### config.mk
export PLATFORM = sky130hd
export DESIGN_NAME = sat_counter
export DESIGN_NICKNAME = d
export VERILOG_FILES = /design/src/rtl/sat_counter.sv
export SDC_FILE = /design/constraint.sdc
export NUM_CORES = 1
export LEC_CHECK = 0
export ABC_AREA = 0
export BUFFER_PORTS_ARGS = -buffer_cell sky130_fd_sc_hd__buf_2
export CORE_AREA = 3 3 40 42
export DETAILED_ROUTE_END_ITERATION = 8
export DIE_AREA = 0 0 43 45
export PLACE_DENSITY_LB_ADDON = 0.1
export RECOVER_POWER = 50
export SLEW_MARGIN = 20
export SYNTH_ARGS = -nofsm -noshare
export SYNTH_HDL_FRONTEND = slang
export SYNTH_SLANG_ARGS = --single-unit
### constraint.sdc
create_clock -name clk -period 1.8 [get_ports clk]
set_clock_uncertainty 0.05 [all_clocks]
set_input_delay 0.18 -clock clk [delete_from_list [all_inputs] [get_ports clk]]
set_output_delay 0.18 -clock clk [all_outputs]
set_load 0.05 [all_outputs]
### src/rtl/sat_counter.sv
// ---------------------------------------------------------------------------
// sat_counter
//
// Counts up by one for each cycle with inc=1. The count stops at all-ones and
// stays there. clr returns the count to zero and takes priority over inc.
//
// Ports:
//   clk   : input, rising-edge clock
//   rst_n : input, asynchronous active-low reset; q goes to 0
//   clr   : input, synchronous clear; q goes to 0
//   inc   : input, increment request for this cycle
//   q     : output [W-1:0], registered count
// ---------------------------------------------------------------------------
module sat_counter #(
   parameter int W = 8
) (
   input  logic         clk,
   input  logic         rst_n,
   input  logic         clr,
   input  logic         inc,
   output logic [W-1:0] q
);

   logic at_max;

   assign at_max = (q == {W{1'b1}});

   always_ff @(posedge clk or negedge rst_n) begin
      if (!rst_n) begin
         q <= '0;
      end else if (clr) begin
         q <= '0;
      end else if (inc && !at_max) begin
         q <= q + W'(1);
      end
   end

endmodule

# Yosys cells after proc, flatten, opt, wreduce, memory -nomap -nowiden
# Cells that the tools add are included.
classes:
  n_addsub: 1
  eq_ne: 1
  muxes: 2
  n_reduce_logical: 3
op_table:
  columns: ["op", "n"]
  rows:
  - ["8-bit two-way mux", 2]
  - ["8-bit by 1-bit adder with 8-bit output, second input constant", 1]
  - ["8-bit == test, second input constant", 1]
  - ["2-bit nonzero test", 1]
  - ["1-bit logical AND", 1]
  - ["1-bit logical NOT", 1]
totals:
  reg_bits: 8
  input_bits: 4
  output_inout_bits: 8
  elab_cells: 8

# Longest topological paths before layout
# Gate-level depths: netlist of the first run.
depth:
  depth_word: 5
  depth_mapped: 4
  depth_no_buf: 4

# Worst setup path after synthesis of the first run
# No wires, ideal clock.
synth_path:
  kind: "reg-to-reg"
  startpoint: "register q[0]"
  endpoint: "register q[5]"
  setup_time_ps: 125
  t_arrival_ps: 1684
  t_required_ps: 1625
  path_slack_ps: -59
  stages_incl_launch_ff: 5
  path_buffers: 0
  period_less_slack_ps: 1859
  cell_sequence: "dfrtp_1 -> ha_1 -> and3_2 -> a211oi_2 -> mux2_4"
synth_between:
  elab_chain_len: 4
  elab_cells_between_ends: 7
  cone_classes: "add/sub: 1; eq/ne: 1; mux: 2; reduce/logical: 3"
synth_rtl:
  columns: ["item", "line", "text"]
  rows:
  - ["start: declaration", "21", "output logic [W-1:0] q"]
  - ["start signal: assignment", "34", "q <= q + W'(1);"]
  - ["parallel branches: the longest is 4 deep, another holds 8-bit by 1-bit adder with 8-bit output", null, null]
# Several ways; the timed one is not identified. The select of a mux whose other input is x is not followed.
# A chain may end at the register's enable or synchronous reset.

# Final worst setup path of the first run
# Same ends and word-level chain as after synthesis.

==> results of run 1 <==
==> worst max path at each step <==
stage,to,slack [ns],cells after the start,startpoint
floorplan,q[5],0.06,4,q[0]
global placement,q[5],0.17,4,q[0]
detailed placement,q[5],0.14,4,q[0]
CTS,q[5],0.12,4,q[0]
global route,q[5],0.08,4,q[0]
finish,q[5],0.13,4,q[0]
==> cells in the final DEF, fill, tap and decap left out, types with 2 or more instances in the layout <==
cell,Yosys,layout
a21oi_1,2,2
a21oi_2,2,2
and4_1,2,2
buf_2,0,6
clkbuf_1,1,6
clkbuf_4,0,3
dfrtp_1,8,6
dfrtp_2,0,2
mux2_4,4,4
nand2_1,2,2
nand2b_1,2,2
nand4_1,2,2
nor2_1,4,4
nor2b_1,4,4
==> logic make-up after synthesis <==
family | Yosys count
multiplexers | 5
adder cells (fa/ha/maj) | 1
AND/OR/NAND/NOR | 21
flip-flops | 8
AO/OA/AOI/OAI | 10
buffers and inverters | 2
==> power by group through the flow <==
stage | Sequential (mW) | Clock (mW) | Combinational, mW
floorplan | 0.209 | 0 | 0.0179
global placement | 0.194 | 0 | 0.0510
detailed placement | 0.194 | 0 | 0.0501
CTS | 0.191 | 0.152 | 0.0522
global route | 0.192 | 0.164 | 0.0539
finish | 0.191 | 0.143 | 0.0499
==> final cells by class <==
type / count / area [um^2] / area share (%)
clock buffers: 4 / 26.3 / 4.35
multi-input cells: 37 / 290 / 48.0
repair buffers: 13 / 66.3 / 11.0
well taps: 15 / 18.8 / 3.11
flip-flops and latches: 8 / 203 / 33.5
==> stage by stage <==
stage / setup WS, ns / cell area (um^2) / hold slack [ns] / power [mW] / utilization (%)
after detailed placement: 0.136 / 574 / -0.0133 / 0.244 / 44.7
after global routing: 0.0774 / 604 / 0.222 / 0.410 / 47.0
after global placement: 0.173 / 574 / -0.00886 / 0.245 / 44.7
after floorplan: 0.0574 / 508 / -0.166 / 0.227 / -
final: 0.127 / 604 / 0.218 / 0.384 / 47.0
after CTS: 0.122 / 611 / 0.207 / 0.395 / 47.5
==> routing by layer <==
| layer | wire length, um | part of all wire [%] | vias up | GRT usage (%) |
|---|---|---|---|---|
| li1 | - | - | 210 | - |
| met1 | 502 | 48 | 198 | 17.3 |
| met2 | 441 | 42 | 17 | 17.4 |
| met3 | 103 | 9.8 | 0 | 7.57 |
| met4 | 0 | 0 | 0 | 1.81 |
| met5 | 0 | 0 | - | 0 |
==> reports/results.txt, run 1 <==
Relative slew margins -> 60.7%
Status -> complete, no violations
Via count -> 425
NetSw -> 0.0980 mW
Unrepaired setup endpoints after global routing -> false
Switching Fraction -> 25.5%
Ys flop type -> dfrtp_1
Tmin final -> 1.67 ns
Die area -> 1940 um^2
Most common cell in the netlist -> dfrtp_1
Worst Tran Pin Value -> 0.592 ns
Final net count -> 68
Yosys warning total -> 0
Initial core utilization -> 39.3%
Crit Path Class -> reg2reg
Reg2Reg Setup Slack -> 0.13 ns
Global placement routability congestion -> 0.669
Post-synthesis mux area share -> 13.9%
Combinational share of power -> 13.0%
Largest family of logic cells by synthesized area -> simple AND/OR/NAND/NOR gates
Post-synthesis compound-gate area fraction -> 16.6%
H-tree levels -> 1
Crit path max-delay family -> flip-flops
Final HPWL DP -> 758 um
Die W -> 43 um
Req. time, crit path -> 1.88 ns
1st-iter DRT viols -> 9
Max IR drop VDD -> 463 uV
Grt total ovfl -> 0
Crit end category -> flip-flop
Largest net degree at the start of global routing -> 14
Crit path DAT -> 1.75 ns
Drt drc -> 0
Largest cells by area after synthesis -> dfrtp_1, mux2_4, nor2b_1
Number of max-cap violations -> 0
Total clock sinks -> 8
Crit path buffers/inverters -> 0
F_max -> 598 MHz
Post-synthesis sequential area ratio -> 39.6%
Ant diodes -> 0
GRT Overall Usage -> 12.6%
Syn avg cell area -> 10.8 um^2
Int Pwr -> 0.286 mW
Rows -> 13
Via-to-Cell Ratio -> 5.52
Final WL -> 1.05 mm
Top-area cell type share of the netlist area -> 39.6%
Hold path depth -> 2
Synth unique cells -> 25
Non-filler cells, final -> 77
Mapped Cells -> 47
Hold endpoint -> q[7]
Layout cell share with drive strength beyond 1 -> 33.9%
R2R Path Start -> q[0]
Critical Path, Cell by Cell -> ha_1, and3_2, a211oi_2, mux2_4
Slew Limit Fails -> 0
Syn_nets -> 52
Cts hold-fix bufs -> 1
Cell accounting for the most synthesized area -> dfrtp_1
Top flop regs -> q (8)
Clock buffer depth -> 2
Slowest cell on crit path -> dfrtp_2
Hold Startpoint -> clr
CP startpoint kind -> flip-flop
Post-route ant nets -> 0
Power Density -> 635 nW/um^2
DP Cell Count -> 72
Fill cell count -> 138
Area Overhead vs Synth -> 19.6%
Clock root cell -> clkbuf_4
Setup TNS -> 0 ns
Post-Synth Simple-Gate Area -> 24.5%
Syn Std Cell Area -> 505 um^2
DRT Pass-1 Iters -> 4
R2r endpoint -> q[5]
Initial antenna violation count -> 0
#FFs+latches synth -> 8
Post-Synth Adder-Cell Area -> 2.48%
Synth cell count leaders -> dfrtp_1, mux2_4, nor2_1, nor2b_1
XOR/XNOR Fraction of Synth Area -> 0%
Postcts setup bufs -> 0
Worst Hold Class -> in2reg
IO Port Bufs -> 11
Setup violators final -> 0
Clock latency at the later pin of the worst-skew pair -> 0.25 ns
Hold Vio Cnt, Final -> 0
CTS resizes -> 0
Largest register FFs -> 8
Die H -> 45 um
First-pass GRT wire length -> 1.73 mm
Slowest stage delay, CP -> 0.43 ns
Number of synthesized flops with an enable pin -> 0
Per-cell routed wire length -> 13.6 um
CTS tree -> done
Reg2reg path depth -> 4
Pleak -> 0.263 nW
Core Region -> 1280 um^2
Top reg by flops -> q
Clock transition at path regs -> 0.06 ns
Clock share of power -> 37.3%
Io pins -> 12
Asr flop ratio synth -> 100%
Critical path fanouts, max -> 6
Flop pwr share -> 49.7%
CTS Buf Count -> 3
Tcrit/Tclk final -> 92.9%
Number of global-route vias before repair -> 357
Note: power is estimated with default switching activity, not from simulation.
==> run 2: changes to the inputs <==
- BUFFER_PORTS_ARGS: -buffer_cell sky130_fd_sc_hd__buf_2 -> default
- DONT_BUFFER_PORTS: default -> 1
==> run 2 against run 1 <==
Compared with the run above: die area unchanged; non-clock buffer count is 3 lower; clock power increased by 3%; maximum frequency is 1.2% higher; global-route usage up 1.9 points; power up 1.0%; sequential power about the same; wire length is 9.4% higher; largest power group unchanged; combinational power is 5.6% higher; worst setup slack better by 0.020 ns; sequential share of layout area shrank 0.14 points.
==> reports/results.txt, run 2 (same netlist as run 1, synthesis figures left out) <==
DR WL met2 -> 513 um (+16%)
CTS Buf Count -> 3 (unchanged)
Die W -> 43 um (unchanged)
Tmin final -> 1.65 ns (-0.0202 ns)
Req. time, crit path -> 1.89 ns (about the same)
Total clock sinks -> 8 (unchanged)
Io pins -> 12 (unchanged)
Via count -> 423 (-0.47%)
Slew Limit Fails -> 0 (unchanged)
Largest register FFs -> 8 (unchanged)
F_max -> 605 MHz (+1.2%)
Commonest non-fill, non-tap cell in the layout -> dfrtp_1
Unrepaired setup endpoints after global routing -> false
Relative slew margins -> 44.9% (-16 points)
CTS tree -> done
Max layer used -> met3
Final net count -> 65 (-4.4%)
Reg2reg path depth -> 4 (unchanged)
Die H -> 45 um (unchanged)
Hold Vio Cnt, Final -> 0 (unchanged)
Worst Tran Pin Value -> 0.826 ns (+0.234 ns)
Drt drc -> 0 (unchanged)
DR WL met3 -> 123 um (+19%)
Via-to-Cell Ratio -> 5.72 (+3.6%)
Pleak -> 0.256 nW (-2.7%)
Ant diodes -> 0 (unchanged)
Global placement routability congestion -> 0.756 (+13%)
Crit path DAT -> 1.74 ns (about the same)
H-tree levels -> 1 (unchanged)
Initial core utilization -> 39.3% (unchanged)
Hold path depth -> 2 (unchanged)
Largest net degree at the start of global routing -> 12 (-2)
Pre-CTS WS -> 0.171 ns (+0.0350 ns)
Final WS setup -> 0.148 ns (+0.0202 ns)
Setup TNS -> 0 ns (unchanged)
Slowest stage delay, CP -> 0.40 ns (-0.03 ns)
Setup violators final -> 0 (unchanged)
Crit path max-delay family -> flip-flops
Top flop regs -> q (8)
Critical path fanouts, max -> 5 (-1)
Number of global-route vias before repair -> 451 (+26%)
1st-iter DRT viols -> 5 (-4)
GRT Overall Usage -> 14.5% (+1.9 points)
Number of max-cap violations -> 0 (unchanged)
Crit path buffers/inverters -> 0 (unchanged)
Tcrit/Tclk final -> 91.8% (-1.1 points)
Top reg by flops -> q
Per-cell routed wire length -> 15.5 um (+14%)
Most frequent cells in the layout -> dfrtp_1, buf_4
Grt total ovfl -> 0 (unchanged)
Critical Path, Cell by Cell -> ha_1, and3_2, a211oi_2, mux2_4
Die area -> 1940 um^2 (unchanged)
Layout cell share with drive strength beyond 1 -> 32.2% (-1.7 points)
Max IR drop VDD -> 469 uV (+1.4%)
Crit Path Class -> reg2reg
Status -> complete, no violations
Rows -> 13 (unchanged)
Crit end category -> flip-flop
Post-route ant nets -> 0 (unchanged)
Area Overhead vs Synth -> 20.0%
Clock latency at the later pin of the worst-skew pair -> 0.26 ns (about the same)
Clock transition at path regs -> 0.06 ns (about the same)
Power Density -> 639 nW/um^2 (+0.62%)
Worst Hold Class -> in2reg
Clock root cell -> clkbuf_4
Final WL -> 1.15 mm (+9.4%)
First-pass GRT wire length -> 2.06 mm (+19%)
DRT Pass-1 Iters -> 3 (-1)
WL met1 -> 508 um (+1.2%)
Core Region -> 1280 um^2 (unchanged)
Slowest cell on crit path -> dfrtp_2
Final HPWL DP -> 851 um (+12%)
IO Port Bufs -> 0 (-11)
Initial antenna violation count -> 0 (unchanged)
Fill cell count -> 125 (-9.4%)
Clock buffer depth -> 2 (unchanged)
CP startpoint kind -> flip-flop
Critical Path Stages -> 4 (unchanged)
run 2: cell count changes in the layout (fill, tap and decap cells not counted), sizes merged:
| cell | previous run | this run |
|---|---|---|
| buf | 7 | 5 |
| clkbuf | 9 | 7 |
| dlygate4sd3 | 1 | 2 |
run 2: area by class of cell:
class                      count  area [um^2]  share of cell area (%)
multi-input combinational     37          290                    47.8
sequential                     8          203                    33.4
timing repair buffer          10         68.8                    11.3
clock buffer                   4         26.3                    4.33
tap                           15         18.8                    3.09
run 2: path summary, 6_finish.rpt:
check | startpoint | to | slack, ns
hold reg to reg | q[1] | q[1] | 0.64
setup reg to reg | q[0] | q[5] | 0.15
min in group asynchronous | rst_n | q[2] | 0.23
hold / removal | clr | q[1] | 0.05
max in group asynchronous | rst_n | q[0] | 1.18
setup / recovery | q[0] | q[5] | 0.15
run 2: metal layers:
metal  global-route usage (%)  vias to the layer above
li1                         -                      202
met1                     17.7                      205
met2                     21.9                       16
met3                     9.96                        0
met4                     1.81                        0
met5                        0                        -
run 2: worst reg2reg max path, delay by kind of cell (launching register included):
kind,cells,cell delay (ns)
AO/OA/AOI/OAI,1,0.26
AND/OR/NAND/NOR,1,0.25
multiplexers,1,0.32
adder cells (fa/ha/maj),1,0.25
flip-flops,1,0.40
run 2: metrics by stage:
stage,cell area [um^2],std cells,hold slack [ns],power [mW],util (%)
CTS,618,74,0.0566,0.390,48.1
floorplan,508,47,-0.166,0.227,-
global route,607,74,0.0580,0.409,47.2
finish,607,74,0.0530,0.388,47.2
global placement,572,68,-0.165,0.234,44.5
detailed placement,572,68,-0.165,0.236,44.5
run 2: repair_timing:
item / CTS / global route
setup buffers: 0 / 0
hold buffers: 2 / 0
endpoints found under the hold margin: 11 / 0
gates resized for setup: 0 / 0
run 2: power breakdown:
group	total [mW]	internal, mW	leakage (nW)	switching [mW]
clock	0.148	0.0849	0.0150	0.0628
sequential	0.188	0.185	0.107	0.00264
combinational	0.0527	0.0194	0.133	0.0333
total	0.388	0.289	0.256	0.0987
==> run 3: changes to the inputs <==
- ABC_AREA: 0 -> 1
==> run 3 against run 2 <==
Compared with the run above: maximum frequency increased by 12%; via count up 17%; wire length up 4.6%; hold slack worse by 0.035 ns; global-route usage up 0.11 points; combinational power up 18%; synthesized cell count is 55% higher; critical path depth grew 2.
==> reports/results.txt, run 3 <==
Status -> complete, no violations
Max IR drop VDD -> 271 uV (-42%)
CTS Buf Count -> 3 (unchanged)
H-tree levels -> 1 (unchanged)
Ys flop type -> dfrtp_1
Power Density -> 647 nW/um^2 (+1.2%)
Final HPWL DP -> 931 um (+9.4%)
Reg2reg path depth -> 6 (+2)
Pleak -> 0.330 nW (+29%)
Via-to-Cell Ratio -> 4.93 (-14%)
Die area -> 1940 um^2 (unchanged)
CTS tree -> done
Most common cell in the netlist -> nand2_1
1st-iter DRT viols -> 9 (+4)
Synth cell count leaders -> nand2_1, inv_1, dfrtp_1
Clock root cell -> clkbuf_4
Fin util -> 46.8% (-0.39 points)
Tmin final -> 1.47 ns (-0.180 ns)
Unrepaired setup endpoints after global routing -> false
NetSw -> 0.111 mW (+13%)
Hold Vio Cnt, Final -> 0 (unchanged)
Commonest non-fill, non-tap cell in the layout -> nand2_1
Relative slew margins -> 55.4% (+10 points)
IO Port Bufs -> 0 (unchanged)
Post-synthesis sequential area ratio -> 40.5% (+0.90 points)
Yosys warning total -> 0 (unchanged)
Worst Tran Pin Value -> 0.669 ns (-0.157 ns)
Syn avg cell area -> 6.77 um^2 (-37%)
Switching Fraction -> 28.5% (+3.1 points)
Crit path buffers/inverters -> 3 (+3)
Ant diodes -> 0 (unchanged)
Syn Std Cell Area -> 494 um^2 (-2.2%)
Via count -> 493 (+17%)
Grt total ovfl -> 0 (unchanged)
Die W -> 43 um (unchanged)
#FFs+latches synth -> 8 (unchanged)
Worst Hold Class -> in2reg
Final net count -> 92 (+42%)
Post-synthesis mux area share -> 0% (-14 points)
Io pins -> 12 (unchanged)
Global placement routability congestion -> 0.773 (+2.2%)
Min Hold Slack -> 0.0182 ns (-0.0348 ns)
Hold path depth -> 3 (+1)
Largest net degree at the start of global routing -> 9 (-3)
Int Pwr -> 0.278 mW (-3.7%)
Most frequent cells in the layout -> nand2_1, inv_1, dfrtp_1
Combinational share of power -> 15.9% (+2.3 points)
XOR/XNOR Fraction of Synth Area -> 1.77% (+1.8 points)
Clock buffer depth -> 2 (unchanged)
Initial core utilization -> 38.5% (-0.88 points)
Final WS setup -> 0.328 ns (+0.180 ns)
Number of max-cap violations -> 0 (unchanged)
Rows -> 13 (unchanged)
Post-route ant nets -> 0 (unchanged)
Top reg by flops -> q
Total clock sinks -> 8 (unchanged)
Syn_nets -> 78 (+50%)
Non-filler cells, final -> 100 (+35%)
Pre-CTS WS -> 0.322 ns (+0.151 ns)
Req. time, crit path -> 1.91 ns (+0.02 ns)
Post-synthesis compound-gate area fraction -> 6.58% (-10 points)
Cell accounting for the most synthesized area -> dfrtp_1
Design Area, Final -> 602 um^2 (-0.82%)
Number of global-route vias before repair -> 473 (+4.9%)
Mapped Cells -> 73 (+55%)
DRT Pass-1 Iters -> 4 (+1)
Setup TNS -> 0 ns (unchanged)
Top flop regs -> q (8)
Largest family of logic cells by synthesized area -> simple AND/OR/NAND/NOR gates
Critical Path Stages -> 6 (+2)
GRT Overall Usage -> 14.6% (+0.11 points)
Slew Limit Fails -> 0 (unchanged)
Per-cell routed wire length -> 12.0 um (-23%)
Number of synthesized flops with an enable pin -> 0 (unchanged)
Clock share of power -> 35.5% (-2.6 points)
Critical path fanouts, max -> 3 (-2)
Area post-placement -> 573 um^2 (+0.22%)
Largest cells by area after synthesis -> dfrtp_1, nand2_1, inv_1
Critical Path, Cell by Cell -> clkbuf_1, inv_1, nand3_1, nand3_1, nand2_1, inv_1
Layout cell share with drive strength beyond 1 -> 17.6% (-15 points)
Post-Synth Adder-Cell Area -> 2.53% (+0.056 points)
Clock latency at the later pin of the worst-skew pair -> 0.26 ns (about the same)
Final WL -> 1.20 mm (+4.6%)
Largest register FFs -> 8 (unchanged)
Flop pwr share -> 48.5% (about the same)
Core Region -> 1280 um^2 (unchanged)
Area Overhead vs Synth -> 21.8%
Crit path max-delay family -> buffers and inverters
Drt drc -> 0 (unchanged)
Crit Path Class -> reg2reg
Slowest stage delay, CP -> 0.52 ns (+0.12 ns)
Post-Synth Simple-Gate Area -> 40.0% (+15 points)
Initial antenna violation count -> 0 (unchanged)
First-pass GRT wire length -> 2.06 mm (+0.34%)
Clock transition at path regs -> 0.06 ns (about the same)
Asr flop ratio synth -> 100% (unchanged)
Top-area cell type share of the netlist area -> 40.5% (+0.90 points)
DP Cell Count -> 96 (+41%)
F_max -> 679 MHz (+12%)
Crit end category -> flip-flop
Crit path DAT -> 1.58 ns (-0.16 ns)
Die H -> 45 um (unchanged)
Power, Total -> 0.390 mW (+0.40%)
Synth unique cells -> 15 (-40%)
Setup violators final -> 0 (unchanged)
CP startpoint kind -> flip-flop
Slowest cell on crit path -> clkbuf_1
Tcrit/Tclk final -> 81.8% (-10 points)
## run 3: cell types whose count changed after synthesis, moves of 4 or more
cell and delta:
inv_1 +10, mux2_4 -4, nand3_1 +6, nor2b_1 -4, nand2_1 +26
## run 3: final cells by class
type | instances | area [um^2]
multi-input cells | 54 | 251
inverters | 11 | 42.5
well taps | 15 | 18.8
flip-flops and latches | 8 | 200
repair buffers | 9 | 66.3
clock buffers | 3 | 22.5
fillers | 141 | 683
## run 3: worst min-delay path: cells and delay by family
family / cells / cell delay [ns]
buf+inv: 1 / 0.03
simple gates: 1 / 0.06
compound gates: 1 / 0.02
## run 3: power groups by stage
stage | clock network, mW | registers [mW] | logic, mW
6_report | 0.138 | 0.189 | 0.0620
5_1_grt | 0.159 | 0.190 | 0.0682
4_1_cts | 0.146 | 0.189 | 0.0642
3_5_place_dp | 0 | 0.192 | 0.0582
3_3_place_gp | 0 | 0.192 | 0.0584
2_1_floorplan | 0 | 0.214 | 0.0206
## run 3: final timing paths
| path | from | to | slack, ns |
|---|---|---|---|
| max reg2reg | q[7] | q[7] | 0.33 |
| min reg2reg | q[2] | q[2] | 0.47 |
| min | clr | q[7] | 0.02 |
| max in group asynchronous | rst_n | q[3] | 1.19 |
| min in group asynchronous | rst_n | q[7] | 0.23 |
| max | q[7] | q[7] | 0.33 |
## run 3: cell families after synthesis
kind of cell / after synthesis
and+or+nand+nor: 46
AOI/OAI and AO/OA: 6
buffers and inverters: 11
xor gates and xnor gates: 1
adders and majority gates: 1
DFF: 8
## run 3: metal layers
layer / vias up / track usage (%) / part of all wire (%)
li1: 254 / - / -
met1: 222 / 18.2 / 49
met2: 13 / 23.1 / 42
met3: 4 / 5.58 / 7.6
met4: 0 / 5.42 / 1.3
met5: - / 0 / 0
## run 3: what timing repair did
| item | CTS | global route |
|---|---|---|
| buffers inserted | 0 | 0 |
| endpoints found under the hold margin | 8 | 0 |
| gates resized for setup | 0 | 0 |
| hold buffers | 1 | 0 |
